`src/rtl/rr_packet_grant_stage.sv`:
```
// rr_packet_grant_stage: takes the arbiter's one-hot grant and loads the
// winning requester's beat into a single registered output slot. Multi-beat
// packets are kept together by locking onto the owner until its last beat.
//
// state  | meaning
// -------+----------------------------------------------------------------
// IDLE   | between packets; a grant on a loading cycle starts a new packet
// LOCKED | mid-packet; only the owner's beats are taken, grant is ignored
module rr_packet_grant_stage #(
  parameter int request_lines = 4,
  parameter int data_width    = 32,
  localparam int SRC_W        = $clog2(request_lines)
) (
  input  logic                                clk,
  input  logic                                rst,
  input  logic [request_lines-1:0]            req,
  input  logic [request_lines*data_width-1:0] req_data,
  input  logic [request_lines-1:0]            req_last,
  input  logic [request_lines-1:0]            grant,
  output logic [request_lines-1:0]            req_ack,
  output logic                                out_valid,
  output logic [data_width-1:0]               out_data,
  output logic                                out_last,
  output logic [SRC_W-1:0]                    out_src,
  input  logic                                out_ready,
  output logic                                grant_err
);

  typedef enum logic {IDLE, LOCKED} state_t;

  localparam logic [request_lines-1:0] ONE = {{(request_lines-1){1'b0}}, 1'b1};

  state_t                  state_q, state_d;
  logic [SRC_W-1:0]        owner_q, owner_d;
  logic                    out_valid_q, out_valid_d;
  logic [data_width-1:0]   out_data_q, out_data_d;
  logic                    out_last_q, out_last_d;
  logic [SRC_W-1:0]        out_src_q, out_src_d;
  logic                    grant_err_q, grant_err_d;

  logic                    can_load;
  logic                    load;
  logic [SRC_W-1:0]        ld_idx;
  logic [SRC_W-1:0]        gnt_idx;
  logic                    gnt_any;
  logic                    gnt_multi;

  // Lowest set bit of grant, plus a check for more than one bit set.
  always_comb begin
    gnt_idx = '0;
    gnt_any = 1'b0;
    for (int i = request_lines - 1; i >= 0; i--) begin
      if (grant[i]) begin
        gnt_idx = SRC_W'(i);
        gnt_any = 1'b1;
      end
    end
    gnt_multi = (grant & (grant - ONE)) != '0;
  end

  // Next-state, load decision and slot update; grant only counts on a loading cycle in IDLE.
  always_comb begin
    can_load    = !out_valid_q || out_ready;
    load        = 1'b0;
    ld_idx      = owner_q;
    state_d     = state_q;
    owner_d     = owner_q;
    out_valid_d = out_valid_q;
    out_data_d  = out_data_q;
    out_last_d  = out_last_q;
    out_src_d   = out_src_q;
    grant_err_d = grant_err_q;

    case (state_q)
      IDLE: begin
        if (can_load && gnt_multi) grant_err_d = 1'b1;
        // A grant without a matching request would violate the ack contract, so it is not taken.
        if (can_load && gnt_any && req[gnt_idx]) begin
          load   = 1'b1;
          ld_idx = gnt_idx;
        end
      end
      LOCKED: begin
        if (can_load && req[owner_q]) begin
          load   = 1'b1;
          ld_idx = owner_q;
        end
      end
      default: state_d = IDLE;
    endcase

    if (load) begin
      out_valid_d = 1'b1;
      out_data_d  = req_data[int'(ld_idx)*data_width +: data_width];
      out_last_d  = req_last[ld_idx];
      out_src_d   = ld_idx;
      owner_d     = ld_idx;
      state_d     = req_last[ld_idx] ? IDLE : LOCKED;
    end else if (out_ready) begin
      out_valid_d = 1'b0;
    end

    req_ack = load ? (ONE << ld_idx) : '0;
  end

  // State and output slot registers; reset drops any lock and empties the slot.
  always_ff @(posedge clk or negedge rst) begin
    if (!rst) begin
      state_q     <= IDLE;
      owner_q     <= '0;
      out_valid_q <= 1'b0;
      out_data_q  <= '0;
      out_last_q  <= 1'b0;
      out_src_q   <= '0;
      grant_err_q <= 1'b0;
    end else begin
      state_q     <= state_d;
      owner_q     <= owner_d;
      out_valid_q <= out_valid_d;
      out_data_q  <= out_data_d;
      out_last_q  <= out_last_d;
      out_src_q   <= out_src_d;
      grant_err_q <= grant_err_d;
    end
  end

  assign out_valid = out_valid_q;
  assign out_data  = out_data_q;
  assign out_last  = out_last_q;
  assign out_src   = out_src_q;
  assign grant_err = grant_err_q;

endmodule

```
`config.mk`:
```
export PLATFORM = sky130hd
export DESIGN_NAME = rr_packet_grant_stage
export DESIGN_NICKNAME = d
export VERILOG_FILES = /design/src/rtl/rr_packet_grant_stage.sv
export SDC_FILE = /design/constraint.sdc
export NUM_CORES = 1
export LEC_CHECK = 0
export CAP_MARGIN = 5
export CORE_MARGIN = 4
export CORE_UTILIZATION = 34
export CTS_CLUSTER_DIAMETER = 60
export DETAILED_ROUTE_END_ITERATION = 10
export PLACE_DENSITY = 0.77
export SLEW_MARGIN = 20
export SYNTH_ARGS = -nofsm -noshare
export SYNTH_HDL_FRONTEND = slang
export SYNTH_SLANG_ARGS = --single-unit
```
`constraint.sdc`:
```
create_clock -name clk -period 2.4 [get_ports clk]
set_input_delay 0.48 -clock clk [delete_from_list [all_inputs] [get_ports clk]]
set_output_delay 0.48 -clock clk [all_outputs]
set_load 0.05 [all_outputs]
```
==> run summary <==
Reg area - 952 sq um
DRC violations left - 0
Int Pwr - 3230 uW
Final period util - 1.00
Switching Power - 3490 uW
Clock Latency Late Sink - 0.29 ns
Via count - 3,751
Worst slew pin tran - 0.584 ns
Post-Synthesis Cell Area - 2890 sq um
Async S/R FF share, synth - 1.00
Die area - 10,100 sq um
Row cnt - 33
Largest net degree at the start of global routing - 33
Initial antenna violation count - 0
Root buffer cell - clkbuf_8
Final ANT Viol Nets - 0
CP Max Fanout - 5
WL/cell - 19.2 um
Pwr/cell area - 1260 nW/um^2
Total track usage - 0.238
CTS tree - yes
Critical path depth - 8
CP max-delay cell - or4_4
Final setup viols - 0
Number of synthesized flops with an enable pin - 0
Hold/Removal Path Class - in -> async
I/O Pins - 184
Critical Path AT - 1.92 ns
Post-route insts no fill - 646
Starting Density - 0.350
Register bit total from synthesis - 38
Drt first-iter violations - 140
CP bufs+invs - 3
Worst Setup Path Type - in -> out
Post-synth cell types - 52
Cell Chain, Critical Path - buf_6 -> or4_4 -> nand3_4 -> or3_4 -> nand2_8 -> buf_12 -> nor2_4 -> buf_12
RSZ-0062 raised after global routing - yes
Hold_ws - 0.178 ns
Sink Count - 38
First-pass GRT wire length - 19,100 um
Pwr Total - 6720 uW
Final HPWL DP - 9170 um
Avg Cell Area, Syn - 8.66 sq um
Mapped Cells - 334
Die height - 100 um
Via density - 5.81
Drt pass-1 iters - 4
Cell Count Post-Placement - 624
Slew Limit Fails - 0
# nets final - 683
Status - completed
Cell repeated most along the worst path - buf_12
Multi-input gate area - 1830 sq um
Clk slew on worst S/H paths - 0.08 ns
Post-Route Skew - 0.00435 ns
Critical Path RT - 1.92 ns
Remaining Overflow, GRT - 0
Mapped Nets - 477
# fillers - 709
Vias in the first global route - 3,861
Sequential-to-total area share from yosys stat - 0.329
CP endpoint kind - output port
Max Buffers Root-to-Sink - 2
Peak Freq - 0.417 GHz
Fin util - 0.644
IO buf count - 183
Met2 usage - 0.426
Layout cells sized above 1 - 0.187
Crit-path leading delay family - simple AND/OR/NAND/NOR gates
Ant. Diodes - 0
Final Hold Vio Count - 0
Number of CTS-inserted buffers - 5
Crit path time final - 2.40 ns
Post-Route Setup TNS - 0 ns
Flop pwr share - 0.173
Switching share of total power - 0.519
Met3 Use GR - 0.0466
FF-to-FF path depth - 9
VDD IR max - 0.661 mV
Met1 usage - 0.285
Die X - 100 um
Combinational Power Share - 0.757
Most used routing layer - met2
Core area - 8260 sq um
Most common flop cell mapped by yosys - dfrtp_1
Area Growth Syn to Fin - 83.7%
LEAKAGE - 0.00211 uW
CP max stage delay - 0.56 ns
Synthesis Warnings - 0
GPL Wtd Cong - 0.853
CP startpoint kind - input port
Clock power share - 0.070
WL final - 12,400 um
Maximum Capacitance Violations - 0
CTS H-tree depth - 2
Max-slew headroom - 0.611
## final timing paths
path,start,to,slack (ns)
max in group asynchronous,rst,out_data[9],1.55
max reg2reg,out_valid,out_data[0],0.06
min in group clk,grant_err,grant_err,0.47
min,rst,out_src[0],0.18
min reg2reg,grant_err,grant_err,0.47
max,grant[3],req_ack[3],0.0009
## flip-flops by register name, indices dropped and copies added, names as in the netlist
register   cells
out_data      32
state_q        1
grant_err      1
out_last       1
out_valid      1
out_src        2
## layout by cell type (no fill, tap or decap), types with 6 or more instances in the layout
cell,synthesis,routed
nand2_1,39,37
and3_1,32,32
nor2_1,38,35
a211oi_1,31,31
a221oi_1,30,30
buf_6,7,10
dfrtp_1,38,37
clkbuf_8,0,6
a2111oi_0,30,26
clkdlybuf4s50_1,0,169
buf_4,3,45
## power groups by stage
| stage | Combinational, uW | Sequential (uW) | Clock [uW] |
|---|---|---|---|
| 5_1_grt | 5390 | 1200 | 510 |
| 3_5_place_dp | 4800 | 1180 | 0 |
| 4_1_cts | 4970 | 1170 | 487 |
| 6_report | 5080 | 1160 | 470 |
| 2_1_floorplan | 2060 | 2220 | 0 |
| 3_3_place_gp | 4720 | 1160 | 0 |
## cell families (layout without fill, tap and decap cells)
group | after synthesis | after routing | share of synthesized area
buffers and inverters | 41 | 248 | 0.0821
multiplexers | 1 | 1 | 0.00778
AO/OA/AOI/OAI | 116 | 116 | 0.339
flip-flops | 38 | 38 | 0.329
AND/OR/NAND/NOR | 138 | 138 | 0.242
## cell usage after synthesis (all sizes together), types with 3 or more instances
| cell type | instances | area [sq um] |
|---|---|---|
| nand2 | 40 | 158 |
| a221oi | 30 | 263 |
| a211oi | 31 | 233 |
| nor3 | 9 | 45.0 |
| a2111oi | 31 | 278 |
| nor2 | 38 | 143 |
| and3 | 33 | 211 |
| inv | 5 | 18.8 |
| dfrtp | 38 | 951 |
| buf | 23 | 166 |
| o21ai | 3 | 15.0 |
| nand2b | 4 | 25.0 |
| clkbuf | 13 | 52.6 |
| o31ai | 3 | 41.3 |
## through the flow
step	area [sq um]	setup slack (ns)
global placement	5030	-0.428
global route	5320	-0.0827
detailed placement	5030	-0.474
finish	5320	0.000904
floorplan	2960	-0.135
CTS	5230	-0.0397
## routing by layer
metal	wire, um	part of all wire
met4	257	0.021
met1	4660	0.38
met2	6440	0.52
met5	0	0
met3	1040	0.084
## layout make-up
type                       count  share of cell area
sequential                    38               0.179
multi-input combinational    255               0.344
clock inverter                 1            0.000941
tap                          105              0.0247
inverter                       5             0.00494
timing repair buffer         235               0.430
clock buffer                   7              0.0162
## what timing repair did
action,CTS,global route
gates resized for setup,39,21
hold buffers,0,0
pin swaps,12,8
endpoints found under the setup margin,37,11
cloned,0,0
buffers inserted,10,4
Note: power is estimated with default switching activity, not from simulation.
